## config.mk

```make
export PLATFORM = sky130hd
export DESIGN_NAME = seg_display_scan
export DESIGN_NICKNAME = d
export VERILOG_FILES = /design/src/rtl/seg_pkg.sv /design/src/rtl/bcd_to_seg7.sv /design/src/rtl/seg_display_scan.sv
export SDC_FILE = /design/constraint.sdc
export NUM_CORES = 1
export LEC_CHECK = 0
export ABC_AREA = 1
export CORE_MARGIN = 2
export CORE_UTILIZATION = 51
export CTS_CLUSTER_DIAMETER = 80
export DETAILED_ROUTE_END_ITERATION = 7
export GPL_TIMING_DRIVEN = 0
export PLACE_DENSITY = 0.71
export SYNTH_ARGS = -nofsm -noshare
export SYNTH_HDL_FRONTEND = slang
export SYNTH_SLANG_ARGS = --single-unit
export TNS_END_PERCENT = 50
```

## constraint.sdc

```tcl
create_clock -name clk -period 3 [get_ports clk]
set_input_delay 0.45 -clock clk [delete_from_list [all_inputs] [get_ports clk]]
set_output_delay 0.45 -clock clk [all_outputs]
set_load 0.05 [all_outputs]
```

## src/rtl/seg_pkg.sv

```systemverilog
// Shared types and constants for the 3-digit multiplexed 7-segment scanner.
`default_nettype none

package seg_pkg;

  typedef enum logic [1:0] {
    ST_BLANK = 2'd0,
    ST_DIG1  = 2'd1,
    ST_DIG2  = 2'd2,
    ST_DIG3  = 2'd3
  } scan_state_t;

  typedef struct packed {
    logic [3:0] hundreds;
    logic [3:0] tens;
    logic [3:0] units;
  } frame_t;

  // Active-low segment patterns, bit order {g,f,e,d,c,b,a}
  localparam logic [6:0] SEG_0    = 7'b1000000;
  localparam logic [6:0] SEG_1    = 7'b1111001;
  localparam logic [6:0] SEG_2    = 7'b0100100;
  localparam logic [6:0] SEG_3    = 7'b0110000;
  localparam logic [6:0] SEG_4    = 7'b0011001;
  localparam logic [6:0] SEG_5    = 7'b0010010;
  localparam logic [6:0] SEG_6    = 7'b0000010;
  localparam logic [6:0] SEG_7    = 7'b1111000;
  localparam logic [6:0] SEG_8    = 7'b0000000;
  localparam logic [6:0] SEG_9    = 7'b0010000;
  localparam logic [6:0] SEG_DASH = 7'b0111111;
  localparam logic [6:0] SEG_OFF  = 7'b1111111;

  localparam logic [2:0] AN_OFF      = 3'b111;
  localparam logic [2:0] AN_HUNDREDS = 3'b011;
  localparam logic [2:0] AN_TENS     = 3'b101;
  localparam logic [2:0] AN_UNITS    = 3'b110;

endpackage

`default_nettype wire

```

## src/rtl/bcd_to_seg7.sv

```systemverilog
// Combinational BCD to active-low 7-segment decoder; codes 10-15 show a dash.
`default_nettype none

module bcd_to_seg7
  import seg_pkg::*;
(
  input  logic [3:0] bcd,
  output logic [6:0] seg
);

  always_comb begin
    seg = SEG_DASH;
    case (bcd)
      4'd0:    seg = SEG_0;
      4'd1:    seg = SEG_1;
      4'd2:    seg = SEG_2;
      4'd3:    seg = SEG_3;
      4'd4:    seg = SEG_4;
      4'd5:    seg = SEG_5;
      4'd6:    seg = SEG_6;
      4'd7:    seg = SEG_7;
      4'd8:    seg = SEG_8;
      4'd9:    seg = SEG_9;
      default: seg = SEG_DASH;
    endcase
  end

endmodule

`default_nettype wire

```

## src/rtl/seg_display_scan.sv

```systemverilog
// 3-digit multiplexed display scanner with frame latching and expiry blink.
// Optional SEG_LEADING_ZERO_BLANK_EN blanks leading zeros in hundreds/tens.
`default_nettype none

module seg_display_scan
  import seg_pkg::*;
#(
  parameter int REFRESH_DIV = 50000,
  parameter int BLINK_DIV   = 250
) (
  input  logic       clk,
  input  logic       reset,
  input  logic [3:0] value_three,
  input  logic [3:0] value_two,
  input  logic [3:0] value_one,
  input  logic       expired,
  output logic [2:0] an,
  output logic [6:0] seg
);

  localparam int PRE_W = $clog2(REFRESH_DIV);
  localparam int BLK_W = $clog2(BLINK_DIV + 1);
  localparam logic [PRE_W-1:0] PRE_MAX   = PRE_W'(REFRESH_DIV - 1);
  localparam logic [BLK_W-1:0] BLINK_MAX = BLK_W'(BLINK_DIV - 1);

  logic [PRE_W-1:0] pre_cnt;
  logic [BLK_W-1:0] blink_cnt, next_blink_cnt;
  logic             blank_phase, next_blank_phase;
  scan_state_t      state, next_state;
  frame_t           frame, next_frame;
  logic             tick;
  logic             dark;
  logic [3:0]       digit;
  logic [6:0]       digit_seg;
  logic [2:0]       next_an;
  logic [6:0]       next_seg;

  bcd_to_seg7 u_dec (
    .bcd (digit),
    .seg (digit_seg)
  );

  // Outputs are registered from next-state values so they change on the tick edge itself.
  always_comb begin
    tick       = (pre_cnt == PRE_MAX);
    next_state = state;
    if (tick) begin
      case (state)
        ST_BLANK: next_state = ST_DIG1;
        ST_DIG1:  next_state = ST_DIG2;
        ST_DIG2:  next_state = ST_DIG3;
        default:  next_state = ST_DIG1;
      endcase
    end

    next_frame = frame;
    if (tick && (next_state == ST_DIG1))
      next_frame = '{hundreds: value_three, tens: value_two, units: value_one};

    next_blink_cnt   = blink_cnt;
    next_blank_phase = blank_phase;
    if (!expired) begin
      next_blink_cnt   = '0;
      next_blank_phase = 1'b0;
    end else if (tick) begin
      if (blink_cnt == BLINK_MAX) begin
        next_blink_cnt   = '0;
        next_blank_phase = ~blank_phase;
      end else begin
        next_blink_cnt = blink_cnt + 1'b1;
      end
    end

    digit   = next_frame.units;
    next_an = AN_OFF;
    dark    = 1'b0;
    case (next_state)
      ST_DIG1: begin
        digit   = next_frame.hundreds;
        next_an = AN_HUNDREDS;
`ifdef SEG_LEADING_ZERO_BLANK_EN
        dark    = (next_frame.hundreds == 4'd0);
`endif
      end
      ST_DIG2: begin
        digit   = next_frame.tens;
        next_an = AN_TENS;
`ifdef SEG_LEADING_ZERO_BLANK_EN
        dark    = (next_frame.hundreds == 4'd0) && (next_frame.tens == 4'd0);
`endif
      end
      ST_DIG3: begin
        digit   = next_frame.units;
        next_an = AN_UNITS;
      end
      default: dark = 1'b1;
    endcase
    if (next_blank_phase)
      dark = 1'b1;

    next_seg = SEG_OFF;
    if (dark)
      next_an = AN_OFF;
    else
      next_seg = digit_seg;
  end

  always_ff @(posedge clk) begin
    if (!reset) begin
      pre_cnt     <= '0;
      state       <= ST_BLANK;
      frame       <= '0;
      blink_cnt   <= '0;
      blank_phase <= 1'b0;
      an          <= AN_OFF;
      seg         <= SEG_OFF;
    end else begin
      pre_cnt     <= tick ? '0 : pre_cnt + 1'b1;
      state       <= next_state;
      frame       <= next_frame;
      blink_cnt   <= next_blink_cnt;
      blank_phase <= next_blank_phase;
      an          <= next_an;
      seg         <= next_seg;
    end
  end

endmodule

`default_nettype wire

```

* Word-level counts from Yosys, hierarchy flattened
Memory sizes are Yosys's and may differ from the RTL's. A register that Yosys moved wholly into a read port is not among the register bits. Index checks and enable logic that the tools add are counted.
Storage, ports and cells: register bits 42, bits in read-only memories 112, logic and storage cells 36, memories kept 1
Cells by class: $add $sub $neg 2, equal/unequal tests 7, mux-type cells 11, bitwise gates (word level) 2, reduce and logical (&&, ||, !) cells 5
Memory list:
- (no name shown) | depth 16, bits a word 7, rd ports 1, clocked after memory_dff 1, write ports 0, RTL line bcd_to_seg7.sv:13 | case (bcd)
Operators by type and width (number):
- 16-bit by 1-bit adder with 16-bit output (second input constant) | 1
- 16-bit equality test (second input constant) | 1
- 12-bit 2-to-1 mux | 1
- 3-bit case mux with 3 select lines | 1
- 8-bit by 1-bit adder with 8-bit output (second input constant) | 1
- 8-bit equality test (second input constant) | 1
- 8-bit 2-to-1 mux | 1
- 4-bit case mux with 2 select lines | 1
- 2-bit equality test (second input constant) | 3
- 1-bit 2-to-1 mux | 5
- 2-bit by 1-bit equality test with 1-bit output (second input constant) | 2
- 2-bit case mux with 2 select lines | 1
- 2-bit OR reduction | 2
- 3-bit OR reduction | 1
- 2-bit 2-to-1 mux | 1
- 1-bit inverter | 2
- 2-bit AND reduction | 1
- 1-bit logical AND | 1

* Longest topological paths before layout
depth after elaboration 8, mapped depth 22, depth with buffers taken out 21

* By module
From an unflattened synthesis, not the netlist that was laid out.
Second synthesis, totals: cells, all modules 347, area, all modules 2560.0 um2
Modules (own cells, without submodules):
- seg_display_scan | instances 1, cells an instance 312, area an instance 2372.3 um2, seq. area each 980.9 um2
- bcd_to_seg7 | instances 1, cells an instance 35, area an instance 187.7 um2, seq. area each 0.0 um2

* Worst setup path before layout
OpenSTA, ideal clock, no wires.
path kind register -> register, start register pre_cnt[0], end register seg[6], setup time 0.115 ns, arrival time 2.762 ns, required time 2.885 ns, path slack 0.123 ns, stages on the path, launching flop included 21, period minus slack after synthesis 2.877 ns, cell sequence dfxtp_1 ha_1 nand3_2 nor2_4 nand2_2 inv_2 nor2_1 nor2_1 ha_1 buf_2 inv_1 nor2_4 nand2_1 o21ai_2 nand2_1 nand2_2 inv_2 ha_1 nand3b_1 nand3_1 nand2_1
Between the ends: word-level cells in the longest chain between the ends 7, elaborated cells between the ends (all ways) 14, those cells by class eq/ne (4); mux (7); reduce/logical (3)
RTL lines:
- start, declared | RTL line seg_display_scan.sv:26 | logic [PRE_W-1:0] pre_cnt;
- start signal, assigned | RTL line seg_display_scan.sv:118 | pre_cnt <= tick ? '0 : pre_cnt + 1'b1;
- 16-bit equality test (*) | RTL line seg_display_scan.sv:45 | tick = (pre_cnt == PRE_MAX);
- 2-bit 2-to-1 mux | RTL line seg_display_scan.sv:47 | if (tick) begin
- 2-bit by 1-bit equality test with 1-bit output / 2-bit equality test (equally long branches) | RTL line seg_display_scan.sv:57, seg_display_scan.sv:77
- 3-bit OR reduction (no source line)
- 1-bit 2-to-1 mux | RTL line seg_display_scan.sv:77 | case (next_state)
- 1-bit 2-to-1 mux | RTL line seg_display_scan.sv:98 | if (next_blank_phase)
- 2-bit OR reduction (no source line)
- end, declared | RTL line seg_display_scan.sv:18 | output logic [6:0] seg
Every way passes the cells marked *; elsewhere a longest branch is shown, timed or not. A chain may end at the register's enable or synchronous reset.

* Worst setup path in the final report
start register pre_cnt[1], end register seg[3]
The elaborated chain is that of the path after synthesis.

==> summary.md <==
| Metric | Value |
|---|---|
| Status | finished, final reports clean |
| Routed len/inst | 11.1 µm |
| Vias in the first global route | 1933 |
| Met2 WL post-DR | about 2200 µm |
| Largest net degree at the start of global routing | 15 |
| CP top delay family | simple AND/OR/NAND/NOR gates |
| Layout filler cell count | 427 |
| First-pass GRT wire length | a little over 8000 µm |
| Top-area cell type share of the netlist area | 0.391 |
| Aggregate global routing overflow | 0 |
| NetSw | ~240 µW |
| Antenna violations before repair | 0 |
| Synth Warn # | 0 |
| Setup crit end | seg[3] |
| RR Startpoint | pre_cnt[1] |
| R2R Setup Slk | 0.21 ns |
| Clk Latency, worst-skew pair | 0.30 ns |
| Routed met1 length | 2550 µm |
| Final setup viols | 0 |
| H-tree Lvls | 2 |
| Routed met3 length | 161 µm |
| Syn nets | 368 |
| Fin nets | 411 |
| Max-Cap Viols | 0 |
| Routed wire length | 4970 µm |
| Layout cells sized above 1 | 0.150 |
| Number of port buffers | 24 |
| DR vias/cell | 4.81 |
| Setup crit end kind | flop |
| GRT Total Usage | 0.191 |
| DP HPWL | between 3000 and 4000 µm |
| Antenna diodes | 0 |
| Rows | 25 |
| Leak pwr | 0.00129 µW |
| Die width | between 70 and 80 µm |
| DRT iter0 DRCs | 117 |
| Final Instance Area | 3080 µm² |
| Final Hold Fails | 0 |
| Die Area | 5500 µm² |
| Via count | 2157 |
| GP Congestion | ~0.82 |
| Final Slew Violations | 0 |
| Chip Height | 74.1 µm |
| Area post-placement | 2830 µm² |
| Core area | approximately 4700 µm² |
| Netlist cell types | 36 |
| Max layer used | met4 |
| Fin crit period | 2.79 ns |
| Worst path arrival time | 2.98 ns |
| TritonCTS clock tree | done |
| Hold Crit Class | reg -> reg |
| Most frequent cell on the critical path | nand3_1 |
| Hold-fix buffers, CTS | 0 |
| Worst-Margin Slew | roughly 0.49 ns |
| Hold_ws | 0.478 ns |
| Finished Layout Cells | approximately 450 |
| Crit path max fanout | 10 |
| Power Density | 365 nW/µm² |
| Multi-input logic area | approximately 1400 µm² |
| Power Total | 1120 µW |
| Clk slew on worst S/H paths | 0.09 ns |
| Cell chain of the critical path | ha_4 > nand3_4 > nor2_4 > nand2_4 > inv_4 > nor2_1 > nor2_2 > ha_1 > buf_6 > inv_1 > nor2_4 > buf_4 > o21ai_2 > nand2_1 > nand2_2 > ha_1 > nand3_1 > nand3_1 > nand3_1 |
| Final worst-path cycle share | 0.931 |
| Setup CP Type | reg -> reg |
| Worst Setup SP | pre_cnt[1] |
| Asr flop ratio synth | 0 |
| Startpoint types | flop |
| Io pins | 25 |
| Longest Clk Path Bufs | 2 |
| R2R cell count | 19 |
| CP max stage cell | dfxtp_1 |
| Clk pwr share | 0.378 |
| Post-route ant nets | 0 |
| IR drop worst, VDD | 0.267 mV |
| Comb pwr share | 0.036 |
| Yosys reg bits | slightly below 50 |
| Placed instance count | 428 |
| Number of flops mapped to enable cells by yosys | 0 |
| Sequential fraction of design power | 0.586 |
| Switch share | 0.212 |
| Sequential cell area | 983 µm² |
| WP data required | 3.19 ns |
| Root buf cell | clkbuf_8 |
| Area leader, netlist | dfxtp_1 |
| Fin Clk Skew | ~0.008 ns |
| RR Endpoint | seg[3] |
| Post-Syn Instances | 337 |
| Max-slew headroom | 0.672 |
| TritonCTS Buffers | 5 |
| Area grow syn2layout | 22.8% |
| Cell Int Power | 885 µW |
| Starting density of the core | 0.531 |
| Top cells by area, synth | dfxtp_1 39%, nand2_1 8.7%, ha_1 8.0%, nand3_1 8.0%, inv_1 7.5% |
| Register area share after synthesis | 0.391 |
| Synthesized area per cell | between 7 and 8 µm² |
| Worst path bufs/invs | 4 |
| # clock sinks | 49 |
| Slowest stage delay, CP | 0.39 ns |
| Main synth FF type | dfxtp_1 |
| Number of cells on the critical path | 19 |
| Router iterations before antenna repair | 4 |
| FMAX | 358 MHz |
| Mapped Area | around 2500 µm² |
| DRC | 0 |
==> timing repair <==
action	in CTS	in global routing
gates cloned	0	1
buffers inserted	2	9
endpoints found under the setup margin	7	7
pin swaps	2	4
gates resized for setup	4	11
==> sequential cells by signal, summed over array words and instances, names as in the netlist <==
signal       flops
blink_cnt        8
seg              7
an               3
blank_phase      1
pre_cnt         16
state            2
frame           12
==> cells in the mapped netlist, types with 4 or more instances <==
library cell	instances
inv_1	50
nand2_2	9
o21ai_0	5
nor3_1	9
nand2_1	58
a21oi_1	12
ha_1	16
nand4_1	7
dfxtp_1	49
nand3_1	40
nor2_1	40
nor3b_1	4
inv_2	4
==> cells in the final DEF (no fill, tap or decap), types with 9 or more instances in the layout <==
| cell type | n |
|---|---|
| nand2_2 | 9 |
| buf_4 | 11 |
| inv_1 | 50 |
| ha_1 | 15 |
| nor2_1 | 39 |
| nor3_1 | 9 |
| nand3_1 | 40 |
| nand2_1 | 57 |
| clkdlybuf4s50_1 | 24 |
| a21oi_1 | 12 |
| dfxtp_1 | 47 |
==> per-stage QoR <==
step | setup TNS (ns) | util | setup WS, ns
finish | 0 | 0.652 | 0.208
global route | -0.00782 | 0.652 | -0.00782
CTS | 0 | 0.626 | 0.0216
detailed placement | -1.99 | 0.600 | -0.339
global placement | -1.77 | 0.600 | -0.312
floorplan | 0 | - | 0.123
==> power groups by stage <==
stage          logic, µW  registers, µW  clock network, µW
4_1_cts             39.7            656                441
2_1_floorplan       16.0            671                  0
5_1_grt             47.4            659                455
6_report            40.8            658                424
3_5_place_dp        39.4            672                  0
3_3_place_gp        38.8            671                  0
==> layout make-up <==
class                      instances  share of cell area
timing repair buffer              35               0.105
tap                               67              0.0272
inverter                          56              0.0703
clock buffer                       7              0.0313
clock inverter                     1             0.00162
sequential                        49               0.319
buffer                             3             0.00650
multi-input combinational        230               0.439
==> how the worst min path moves through the flow <==
stage          slack (ns)        from  depth (start not counted)    endpoint
4_1_cts              0.48  pre_cnt[0]                          1  pre_cnt[0]
3_5_place_dp         0.46  pre_cnt[0]                          1  pre_cnt[0]
2_1_floorplan        0.43  pre_cnt[0]                          1  pre_cnt[0]
5_1_grt              0.49  pre_cnt[0]                          1  pre_cnt[0]
3_3_place_gp         0.44  pre_cnt[0]                          1  pre_cnt[0]
6_report             0.48  pre_cnt[0]                          1  pre_cnt[0]
==> routing by layer <==
| metal | GRT usage | vias to the layer above |
|---|---|---|
| met4 | 0.0606 | 0 |
| met1 | 0.265 | 950 |
| met5 | 0 | - |
| met3 | 0.0325 | 7 |
| li1 | - | 1165 |
| met2 | 0.305 | 35 |
==> cell families after synthesis <==
logic type / after synthesis / synth area share
AO/OA/AOI/OAI: 25 / 0.0584
XOR/XNOR: 5 / 0.0175
adder cells (fa/ha/maj): 16 / 0.0798
buffers and inverters: 59 / 0.0903
flip-flops: 49 / 0.391
AND/OR/NAND/NOR: 183 / 0.363
Note: power is estimated with default switching activity, not from simulation.
